`config.mk`:
```
export PLATFORM = sky130hd
export DESIGN_NAME = dcache_ctrl
export DESIGN_NICKNAME = d
export VERILOG_FILES = /design/src/rtl/dcache_pkg.sv /design/src/rtl/dcache_array.sv /design/src/rtl/dcache_ctrl.sv
export SDC_FILE = /design/constraint.sdc
export NUM_CORES = 2
export LEC_CHECK = 0
export BUFFER_PORTS_ARGS = -buffer_cell sky130_fd_sc_hd__buf_2
export CAP_MARGIN = 30
export CORE_UTILIZATION = 24
export DETAILED_ROUTE_END_ITERATION = 6
export PLACE_DENSITY = 0.4
export RECOVER_POWER = 50
export SLEW_MARGIN = 10
export SYNTH_ARGS = -nofsm -noshare
export SYNTH_HDL_FRONTEND = slang
export SYNTH_SLANG_ARGS = --single-unit
```
`constraint.sdc`:
```
create_clock -name clk_i -period 6.4 [get_ports clk_i]
set_input_delay 0.32 -clock clk_i [delete_from_list [all_inputs] [get_ports clk_i]]
set_output_delay 0.32 -clock clk_i [all_outputs]
set_load 0.005 [all_outputs]
```
`src/rtl/dcache_pkg.sv`:
```
`default_nettype none
// +--------------------------------------------------------------------------+
// | Module : dcache_pkg                                                      |
// | Brief  : Shared types, field-width constants and address-split helpers  |
// |          for the direct-mapped write-back data cache.                    |
// | Rev    : 1.0  initial release                                            |
// +--------------------------------------------------------------------------+
package dcache_pkg;

    // Default geometry; modules recompute their own widths from parameters.
    localparam int c_NUM_LINES  = 16;
    localparam int c_LINE_WORDS = 4;
    localparam int c_ADDR_W     = 32;

    localparam int OFF    = $clog2(c_LINE_WORDS);
    localparam int IDX    = $clog2(c_NUM_LINES);
    localparam int TAG_W  = c_ADDR_W - IDX - OFF - 2;
    localparam int LINE_W = 32 * c_LINE_WORDS;

    typedef enum logic [1:0] {
        ST_IDLE  = 2'd0,
        ST_WB    = 2'd1,
        ST_ALLOC = 2'd2,
        ST_DONE  = 2'd3
    } state_t;

    // Helpers work on a zero-extended 64-bit address so they serve any
    // address width; callers slice the low bits they need.
    function automatic logic [63:0] addr_word(input logic [63:0] addr, input int off);
        return (addr >> 2) & ((64'd1 << off) - 64'd1);
    endfunction

    function automatic logic [63:0] addr_index(input logic [63:0] addr, input int off,
                                               input int idx);
        return (addr >> (off + 2)) & ((64'd1 << idx) - 64'd1);
    endfunction

    function automatic logic [63:0] addr_tag(input logic [63:0] addr, input int off,
                                             input int idx);
        return addr >> (off + idx + 2);
    endfunction

endpackage
`default_nettype wire

```
`src/rtl/dcache_array.sv`:
```
`default_nettype none
// +--------------------------------------------------------------------------+
// | Module : dcache_array                                                    |
// | Brief  : Valid/dirty/tag/data storage for the direct-mapped cache.       |
// |          Combinational read port, one synchronous write port.           |
// | Rev    : 1.0  initial release                                            |
// | Ports  : clk, rst (sync, active-high: clears valid/dirty)                |
// |          i_rd_idx -> o_rd_valid/o_rd_dirty/o_rd_tag/o_rd_line            |
// |          i_wr_line_en : whole-line fill (valid=1, dirty=0, tag updated)  |
// |          i_wr_word_en : single-word store (dirty=1)                      |
// +--------------------------------------------------------------------------+
module dcache_array
    import dcache_pkg::*;
#(
    parameter int NUM_LINES  = dcache_pkg::c_NUM_LINES,
    parameter int LINE_WORDS = dcache_pkg::c_LINE_WORDS,
    parameter int TAG_W      = dcache_pkg::TAG_W
) (
    input  logic                           clk,
    input  logic                           rst,
    input  logic [$clog2(NUM_LINES)-1:0]   i_rd_idx,
    output logic                           o_rd_valid,
    output logic                           o_rd_dirty,
    output logic [TAG_W-1:0]               o_rd_tag,
    output logic [32*LINE_WORDS-1:0]       o_rd_line,
    input  logic                           i_wr_line_en,
    input  logic                           i_wr_word_en,
    input  logic [$clog2(NUM_LINES)-1:0]   i_wr_idx,
    input  logic [$clog2(LINE_WORDS)-1:0]  i_wr_word,
    input  logic [31:0]                    i_wr_wdata,
    input  logic [32*LINE_WORDS-1:0]       i_wr_line,
    input  logic [TAG_W-1:0]               i_wr_tag
);

    localparam int c_OFF    = $clog2(LINE_WORDS);
    localparam int c_LINE_W = 32 * LINE_WORDS;

    logic [NUM_LINES-1:0] r_valid;
    logic [NUM_LINES-1:0] r_dirty;
    logic [TAG_W-1:0]     r_tag  [NUM_LINES];
    logic [c_LINE_W-1:0]  r_data [NUM_LINES];

    assign o_rd_valid = r_valid[i_rd_idx];
    assign o_rd_dirty = r_dirty[i_rd_idx];
    assign o_rd_tag   = r_tag[i_rd_idx];
    assign o_rd_line  = r_data[i_rd_idx];

    // Status bits are the only state that must be reset.
    always_ff @(posedge clk) begin
        if (rst) begin
            r_valid <= '0;
            r_dirty <= '0;
        end else if (i_wr_line_en) begin
            r_valid[i_wr_idx] <= 1'b1;
            r_dirty[i_wr_idx] <= 1'b0;
        end else if (i_wr_word_en) begin
            r_dirty[i_wr_idx] <= 1'b1;
        end
    end

    always_ff @(posedge clk) begin
        if (!rst) begin
            if (i_wr_line_en) begin
                r_tag[i_wr_idx]  <= i_wr_tag;
                r_data[i_wr_idx] <= i_wr_line;
            end else if (i_wr_word_en) begin
                for (int i = 0; i < LINE_WORDS; i++) begin
                    if (i_wr_word == c_OFF'(i)) begin
                        r_data[i_wr_idx][i*32 +: 32] <= i_wr_wdata;
                    end
                end
            end
        end
    end

endmodule
`default_nettype wire

```
`src/rtl/dcache_ctrl.sv`:
```
`default_nettype none
// +--------------------------------------------------------------------------+
// | Module : dcache_ctrl                                                     |
// | Brief  : Direct-mapped, write-back, write-allocate data cache for the    |
// |          MEM stage. Hits complete with no stall; misses write back a     |
// |          dirty victim, refill over a req/ack handshake, then replay.     |
// | Rev    : 1.0  initial release                                            |
// | Ports  : clk_i, rst_i (sync, active-low)                                 |
// |          cpu_req_i/cpu_we_i/cpu_addr_i/cpu_wdata_i -> cpu_rdata_o,       |
// |          cpu_stall_o                                                     |
// |          mem_req_o/mem_we_o/mem_addr_o/mem_wdata_o (registered),         |
// |          mem_rdata_i, mem_ack_i (one-cycle completion pulse)             |
// +--------------------------------------------------------------------------+
module dcache_ctrl
    import dcache_pkg::*;
#(
    parameter int NUM_LINES  = dcache_pkg::c_NUM_LINES,
    parameter int LINE_WORDS = dcache_pkg::c_LINE_WORDS,
    parameter int ADDR_W     = dcache_pkg::c_ADDR_W
) (
    input  logic                      clk_i,
    input  logic                      rst_i,
    input  logic                      cpu_req_i,
    input  logic                      cpu_we_i,
    input  logic [ADDR_W-1:0]         cpu_addr_i,
    input  logic [31:0]               cpu_wdata_i,
    output logic [31:0]               cpu_rdata_o,
    output logic                      cpu_stall_o,
    output logic                      mem_req_o,
    output logic                      mem_we_o,
    output logic [ADDR_W-1:0]         mem_addr_o,
    output logic [32*LINE_WORDS-1:0]  mem_wdata_o,
    input  logic [32*LINE_WORDS-1:0]  mem_rdata_i,
    input  logic                      mem_ack_i
);

    localparam int c_OFF    = $clog2(LINE_WORDS);
    localparam int c_IDX    = $clog2(NUM_LINES);
    localparam int c_TAG_W  = ADDR_W - c_IDX - c_OFF - 2;
    localparam int c_LINE_W = 32 * LINE_WORDS;

    // ---------------- address split ----------------
    logic [63:0]        w_addr64;
    logic [63:0]        w_word64;
    logic [63:0]        w_idx64;
    logic [63:0]        w_tag64;
    logic [c_OFF-1:0]   w_word;
    logic [c_IDX-1:0]   w_idx;
    logic [c_TAG_W-1:0] w_tag;
    logic               w_unused;

    always_comb begin
        w_addr64 = '0;
        w_addr64[ADDR_W-1:0] = cpu_addr_i;
    end

    assign w_word64 = addr_word(w_addr64, c_OFF);
    assign w_idx64  = addr_index(w_addr64, c_OFF, c_IDX);
    assign w_tag64  = addr_tag(w_addr64, c_OFF, c_IDX);
    assign w_word   = w_word64[c_OFF-1:0];
    assign w_idx    = w_idx64[c_IDX-1:0];
    assign w_tag    = w_tag64[c_TAG_W-1:0];
    assign w_unused = ^{w_word64[63:c_OFF], w_idx64[63:c_IDX], w_tag64[63:c_TAG_W]};

    // ---------------- storage ----------------
    logic                w_rd_valid;
    logic                w_rd_dirty;
    logic [c_TAG_W-1:0]  w_rd_tag;
    logic [c_LINE_W-1:0] w_rd_line;
    logic                w_wr_line_en;
    logic                w_wr_word_en;

    // ---------------- state / registered memory interface ----------------
    state_t              r_state;
    logic                r_mem_req;
    logic                r_mem_we;
    logic [ADDR_W-1:0]   r_mem_addr;
    logic [c_LINE_W-1:0] r_mem_wdata;

    logic                w_hit;
    logic                w_serve;
    logic [31:0]         w_word_data;

    assign w_hit = w_rd_valid && (w_rd_tag == w_tag);

    // An access is served either directly from IDLE or as the replay in DONE,
    // where the freshly filled line guarantees a hit.
    assign w_serve = cpu_req_i && w_hit &&
                     ((r_state == ST_IDLE) || (r_state == ST_DONE));

    always_comb begin
        w_word_data = '0;
        for (int i = 0; i < LINE_WORDS; i++) begin
            if (w_word == c_OFF'(i)) begin
                w_word_data = w_rd_line[i*32 +: 32];
            end
        end
    end

    assign cpu_rdata_o = (rst_i && w_serve && !cpu_we_i) ? w_word_data : 32'd0;

    // Stall comes up combinationally on the detecting cycle and drops in DONE.
    assign cpu_stall_o = rst_i && cpu_req_i &&
                         ((r_state == ST_WB) || (r_state == ST_ALLOC) ||
                          ((r_state == ST_IDLE) && !w_hit));

    assign w_wr_word_en = rst_i && w_serve && cpu_we_i;
    // Acks are only honoured while a request is outstanding.
    assign w_wr_line_en = rst_i && (r_state == ST_ALLOC) && r_mem_req && mem_ack_i;

    assign mem_req_o   = r_mem_req;
    assign mem_we_o    = r_mem_we;
    assign mem_addr_o  = r_mem_addr;
    assign mem_wdata_o = r_mem_wdata;

    dcache_array #(
        .NUM_LINES  (NUM_LINES),
        .LINE_WORDS (LINE_WORDS),
        .TAG_W      (c_TAG_W)
    ) u_array (
        .clk          (clk_i),
        .rst          (!rst_i),
        .i_rd_idx     (w_idx),
        .o_rd_valid   (w_rd_valid),
        .o_rd_dirty   (w_rd_dirty),
        .o_rd_tag     (w_rd_tag),
        .o_rd_line    (w_rd_line),
        .i_wr_line_en (w_wr_line_en),
        .i_wr_word_en (w_wr_word_en),
        .i_wr_idx     (w_idx),
        .i_wr_word    (w_word),
        .i_wr_wdata   (cpu_wdata_i),
        .i_wr_line    (mem_rdata_i),
        .i_wr_tag     (w_tag)
    );

    // The CPU holds its request stable while stalled, so the live address
    // fields are reused for the fill and the replay.
    always_ff @(posedge clk_i) begin
        if (!rst_i) begin
            r_state     <= ST_IDLE;
            r_mem_req   <= 1'b0;
            r_mem_we    <= 1'b0;
            r_mem_addr  <= '0;
            r_mem_wdata <= '0;
        end else begin
            case (r_state)
                ST_IDLE: begin
                    if (cpu_req_i && !w_hit) begin
                        r_mem_req <= 1'b1;
                        if (w_rd_valid && w_rd_dirty) begin
                            r_state     <= ST_WB;
                            r_mem_we    <= 1'b1;
                            r_mem_addr  <= {w_rd_tag, w_idx, {(c_OFF+2){1'b0}}};
                            r_mem_wdata <= w_rd_line;
                        end else begin
                            r_state    <= ST_ALLOC;
                            r_mem_we   <= 1'b0;
                            r_mem_addr <= {w_tag, w_idx, {(c_OFF+2){1'b0}}};
                        end
                    end
                end
                ST_WB: begin
                    // Request drops for one cycle after the write-back ack;
                    // ALLOC raises the fetch on its first cycle.
                    if (mem_ack_i) begin
                        r_state   <= ST_ALLOC;
                        r_mem_req <= 1'b0;
                        r_mem_we  <= 1'b0;
                    end
                end
                ST_ALLOC: begin
                    if (!r_mem_req) begin
                        r_mem_req  <= 1'b1;
                        r_mem_we   <= 1'b0;
                        r_mem_addr <= {w_tag, w_idx, {(c_OFF+2){1'b0}}};
                    end else if (mem_ack_i) begin
                        r_state   <= ST_DONE;
                        r_mem_req <= 1'b0;
                    end
                end
                ST_DONE: begin
                    r_state <= ST_IDLE;
                end
                default: begin
                    r_state   <= ST_IDLE;
                    r_mem_req <= 1'b0;
                end
            endcase
        end
    end

endmodule
`default_nettype wire

```
; ---- Word-level counts from Yosys, hierarchy flattened
; Memory sizes are Yosys's and may differ from the RTL's.
; Cells that the tools add are included.
[totals]
ff_bits = 196
latch_bits = 0
ram_bits = 2432
romBits = 0
in_bits = 197
out_inout_bits = 195
wordCells = 120
memories = 2
[mem_list]
columns = name, words, width, rd, rd_ports_with_merged_regs, write_ports, line_no
row1 = u_array.r_data, 16, 128, 1, 0, 1, dcache_array.sv:41  ; logic [c_LINE_W-1:0] r_data [NUM_LINES];
row2 = u_array.r_tag, 16, 24, 1, 0, 1, dcache_array.sv:40  ; logic [TAG_W-1:0] r_tag [NUM_LINES];
[op_classes]
add_sub_neg = 0
n_mul = 0
n_div = 0
magnitude_cmp = 2
eq_ne = 12
shifts = 0
mux = 59
bitwise_logic = 8
n_reduce_logical = 30
[op_table]
columns = operator, count
row1 = 32-bit two-way mux, 12
row2 = 32-bit one-hot mux with 2 select lines, 1
row3 = 1-bit two-way mux, 33
row4 = 16-bit two-way mux, 2
row5 = 16-bit bitwise OR, 2
row6 = 24-bit == test, 1
row7 = 16-bit bitwise AND, 1
row8 = 16-bit inverter, 1
row9 = 1-bit logical AND, 15
row10 = 2-bit two-way mux, 5
row11 = 3-bit AND reduction, 3
row12 = 1-bit binary-select mux with 4-bit select, 2
row13 = 2-bit == test (second input constant), 4
row14 = 2-bit inequality test (second input constant), 4
row15 = 2-bit one-hot mux with 4 select lines, 1
row16 = 4-bit AND reduction, 2
row17 = 1-bit one-hot mux with 3 select lines, 2
row18 = 4-bit by 5-bit less-than comparator with 1-bit output (second input constant), 1
row19 = 1-bit demux with 4-bit select, 1
row20 = 2-bit by 1-bit == test with 1-bit output (second input constant), 2
row21 = 4-bit by 1-bit greater-or-equal comparator with 1-bit output (second input constant), 1
row22 = 2-bit zero test, 2
row23 = 1-bit bitwise OR, 4
row24 = 2-bit nonzero test, 2
row25 = other kinds (4), 7

; ---- Logic depth before layout (Yosys ltp)
[logic_depth]
depth_word = 12
ltp_mapped = 16

; ---- Hierarchy
; A second synthesis with hierarchy kept.
[unflattened]
cells_unflattened = 4842
area_unflattened_um2 = 102173.0
[by_module_without_submodules]
columns = mod, instances, cells_each, area_each_um2
row1 = dcache_array, 1, 4131, 94708.3
row2 = dcache_ctrl, 1, 711, 7464.7

; ---- Least setup slack after synthesis
; OpenSTA, ideal clock, no wires.
[synth_timing]
path_type = input port to flip-flop
from = input port cpu_addr_i[4]
to = memory u_array.r_data[10][100] (netlist bit), enable pin
setup_time_ns = 0.421
t_arrival_ns = 4.443
required_time_ns = 5.979
path_slack_ns = 1.536
stages = 11
path_cell_list = buf_4 mux4_2 a22oi_1 a21oi_1 or4_1 a2111oi_0 nand4_1 nor4_4 nor2_1 buf_2 nor2_1
[synth_via]
elab_chain_len = 12
elab_cells_between_ends = 14
cone_classes = eq/ne: 1 / mux: 6 / bitwise: 1 / reduce/logical: 5 / memory: 1
[synth_lines]
columns = element, line_no
row1 = "start, declared", dcache_ctrl.sv:25  ; input logic [ADDR_W-1:0] cpu_addr_i,
row2 = memory 16 x 24 bit / 1-bit binary-select mux with 4-bit select (equally long branches), -
row3 = 24-bit == test / 1-bit two-way mux (equally long branches), "dcache_ctrl.sv:84, dcache_array.sv:43"
row4 = 1-bit logical AND, dcache_ctrl.sv:84  ; assign w_hit = w_rd_valid && (w_rd_tag == w_tag);
row5 = 1-bit logical AND (2 in series), dcache_ctrl.sv:88  ; assign w_serve = cpu_req_i && w_hit &&
row6 = 1-bit logical AND (2 in series), dcache_ctrl.sv:107  ; assign w_wr_word_en = rst_i && w_serve && cpu_we_i;
row7 = 1-bit two-way mux, dcache_array.sv:66  ; end else if (i_wr_word_en) begin
row8 = 1-bit two-way mux, dcache_array.sv:63  ; if (i_wr_line_en) begin
row9 = 1-bit two-way mux, dcache_array.sv:62  ; if (!rst) begin
row10 = 1-bit two-way mux (not written as such), dcache_array.sv:69  ; r_data[i_wr_idx][i*32 +: 32] <= i_wr_wdata;
row11 = 1-bit bitwise OR (no source line), -
row12 = "end, declared", dcache_array.sv:41
; Several ways; a longest one is shown, not always the timed one. The select of a mux whose other input is x is not followed.

; ---- Worst setup path in the final report
[layout_timing]
from = input port cpu_addr_i[7]
to = memory u_array.r_data[12][106] (netlist bit), enable pin
; Same word-level chain as after synthesis.

==> run_results.csv <==
group,metric,value,unit
yosys,yosys.area.top_type_share,0.700,
timing,tns,0,ns
critical_path,cp-end-kind,"flop",
timing,skew,0.0680,ns
yosys,synth_xor_area_frac,0.00202,
cts,clockBufferDepth,4,
yosys,synth_top_family_by_area,"multiplexers",
placed_design,dp_hpwl,233,mm
drt,finalWirelength,371,mm
die,core-area,432000,um2
grt,grt_use_total,0.167,
drt,antenna_left,0,
cts,cts-root-buf,"clkbuf_16",
cells_and_area,area_growth,18.9,%
timing,drv_slew,553,
yosys,yosys.area_share.simple,0.0176,
critical_path,path_max_fanout,67,
yosys,synthMuxAreaShare,0.189,
die,pin_count,392,
timing,hold_viol_final,0,
timing,fmax,162,MHz
grt,grtUsageMet2,0.284,
yosys,yosysSeqAreaShare,0.737,
power,ir_drop,0.222,mV
grt,top_usage_layer,"met2",
die,die_x,661,um
yosys,synthArstFlopShare,0,
drt,wl_per_cell,32.2,um
yosys,avgSynthCellArea,21.3,um2
min_path,hp-class,"primary input to flop",
grt,grt_pass1_wl,496,mm
grt,met3_usage,0.0244,
placed_design,place_congestion,0.802,
run_status,violations,"capacitance limit, slew limit",
cts,cts_tree,"yes",
grt,grt-ovfl-total,0,
drt,drt_pass1_iterations,6,
grt,grt_pass1_vias,55383,
cts,htreeDepth,5,
power,p_leak,39.9,nW
timing,relSlewSlack,-0.918,
cts,ctsHoldBuffers,93,
yosys,synth-seq-cells,2624,
cells_and_area,final_cell_mix,"edfxtp_1 (2432), mux4_2 (759), clkbuf_16 (300), buf_2 (240), clkbuf_1 (219)",
yosys,synth_compound_area_frac,0.0374,
critical_path,path_class,"primary input to flop",
run_status,status,"finished with violations",
yosys,synthFlopType,"edfxtp_1",
critical_path,worst_ep_required_time,6.90,ns
yosys,synth_warnings,0,
timing,fin_crit,6.16,ns
cts,clkTransAtPathRegs,0.06,ns
die,die_y,661,um
grt,grt_start_max_net_pins,120,
drt,drc,0,
critical_path,start_kind,"primary input",
grt,grt_antenna_before_repair,69,
yosys,syn_area,104000,um2
yosys,synth_top_area_cell,"edfxtp_1",
placed_design,port_buffers,385,
cts,cts_resized,0,
cts,cts_buffers,287,
yosys,synth_area_leaders,"edfxtp_1 (70%), mux4_2 (16%), dfxtp_1 (3.7%)",
drt,via_per_inst,4.64,
drt,num_vias,53518,
critical_path,cp_data_arrival_time,6.66,ns
cells_and_area,regArea,76900,um2
cts,clk_latency,0.93,ns
flow_run,maxCapViolCount,26,
cells_and_area,post-route-util,0.287,
cells_and_area,layout_commonest_cell,"edfxtp_1",
cells_and_area,multi_input_area,25800,um2
cells_and_area,drive_gt1_frac,0.301,
yosys,synth_fa_ha_area_frac,0.000600,
grt,use_met1,0.208,
cts,cts_setup_buffers,0,
cells_and_area,fillers,42686,
cells_and_area,nets,5732,
power,powerDensity,307,nW/um2
timing,rsz0062_at_grt,"no",
die,die-area,437000,um2
cts,clock-sinks,2624,
timing,setup_viol,0,
yosys,ys_types,78,
timing,post-route-period-util,0.962,
yosys,synthCells,4899,
yosys,synth-edff-count,2432,
timing,worst_slew_pin_slew,2.87,ns
drt,drt-initial-drc-count,4716,
die,initial_core_util,0.241,
die,rows,241,
worst max-delay path, cell delays in order:
cell and delay [ns]:
dlygate4sd3_1 0.57, buf_8 0.23, buf_12 0.33, buf_4 0.33, nor2_1 0.37, a22o_1 0.18, a221oi_1 0.13, or3b_2 0.51
nor4_1 0.30, nand4_1 0.15, nor4_1 0.48, clkbuf_1 0.69, nor2_1 0.32, buf_12 0.25, nor2_4 0.09, clkbuf_2 1.17
through the flow:
| stage | hold WS, ns | cell area (um2) | instances | setup WS, ns | power, mW |
|---|---|---|---|---|---|
| 6_report | 0.0689 | 124000 | 11528 | 0.244 | 38.0 |
| 3_3_place_gp | 0.439 | 115000 | 10853 | 0.649 | 21.9 |
| 4_1_cts | 0.000236 | 125000 | 11462 | 0.152 | 38.5 |
| 5_1_grt | 0.0609 | 124000 | 11500 | 0.0683 | 39.1 |
| 2_1_floorplan | 0.419 | 104000 | 4902 | 1.54 | 20.6 |
| 3_5_place_dp | 0.444 | 115000 | 10857 | 0.742 | 22.0 |
worst paths after layout:
path         slack, ns                     startpoint  cells past startpoint                                 to
max reg2reg       0.52  u_array.r_tag[7][3]$_DFFE_PP_                     12  u_array.r_data[12][106]$_DFFE_PP_
min reg2reg       0.45     mem_addr_o[4]$_SDFFE_PN0P_                      2         mem_addr_o[4]$_SDFFE_PN0P_
max               0.24                  cpu_addr_i[7]                     16  u_array.r_data[12][106]$_DFFE_PP_
min               0.07                mem_rdata_i[17]                      2    u_array.r_data[0][17]$_DFFE_PP_
logic make-up after synthesis:
family / count (synthesis)
other: 1
muxes: 1004
and+or+nand+nor: 384
buffers and inverters: 361
adders and majority gates: 5
xor gates and xnor gates: 24
DFF: 2624
AOI/OAI and AO/OA: 496
cells in the mapped netlist (5+ instances only):
master	count
a211oi_1	12
a21oi_1	150
a22o_1	6
a22oi_1	20
a41o_1	128
and2_1	9
and3_1	5
buf_1	41
buf_2	80
buf_4	21
buf_6	13
clkbuf_1	183
dfxtp_1	192
edfxtp_1	2432
ha_1	5
inv_1	18
mux2_1	24
mux2_2	119
mux2i_1	102
mux4_2	759
nand2_1	198
nand2b_1	5
nand3_1	14
nand4_1	9
nor2_1	69
nor2b_1	40
nor3_1	5
o211a_1	17
o211ai_1	23
o21a_1	18
o21ai_0	17
o21ba_2	48
o221a_2	18
o22ai_1	5
xnor2_1	18
xor2_1	6
final cells by class:
cell class	count	area share
Sequential cell	2624	0.620
Multi-Input combinational cell	1917	0.208
Inverter	21	0.000636
Clock inverter	152	0.0112
Antenna cell	65	0.00131
Clock buffer	360	0.0628
Tap cell	5710	0.0576
Timing Repair Buffer	679	0.0383
power breakdown:
group | internal (mW) | switching, mW | total (mW) | leakage, nW
Combinational | 0.909 | 1.77 | 2.68 | 12.0
Clock | 9.45 | 7.00 | 16.4 | 4.50
Sequential | 18.8 | 0.0553 | 18.9 | 23.4
Total | 29.2 | 8.82 | 38.0 | 39.9
state kept, by name, summed over array words and instances (netlist names), named ones only:
name / count
mem_wdata_o: 128
u_array.r_data: 2048
mem_req_o: 1
u_array.r_tag: 384
r_state: 2
mem_we_o: 1
u_array.r_valid: 16
mem_addr_o: 28
routing by layer:
metal  part of all wire  routed length, um
met5            0.00020                 74
met4              0.053              19700
met3              0.046              17000
met2               0.50             185000
met1               0.40             149000
Note: power is estimated with default switching activity, not from simulation.
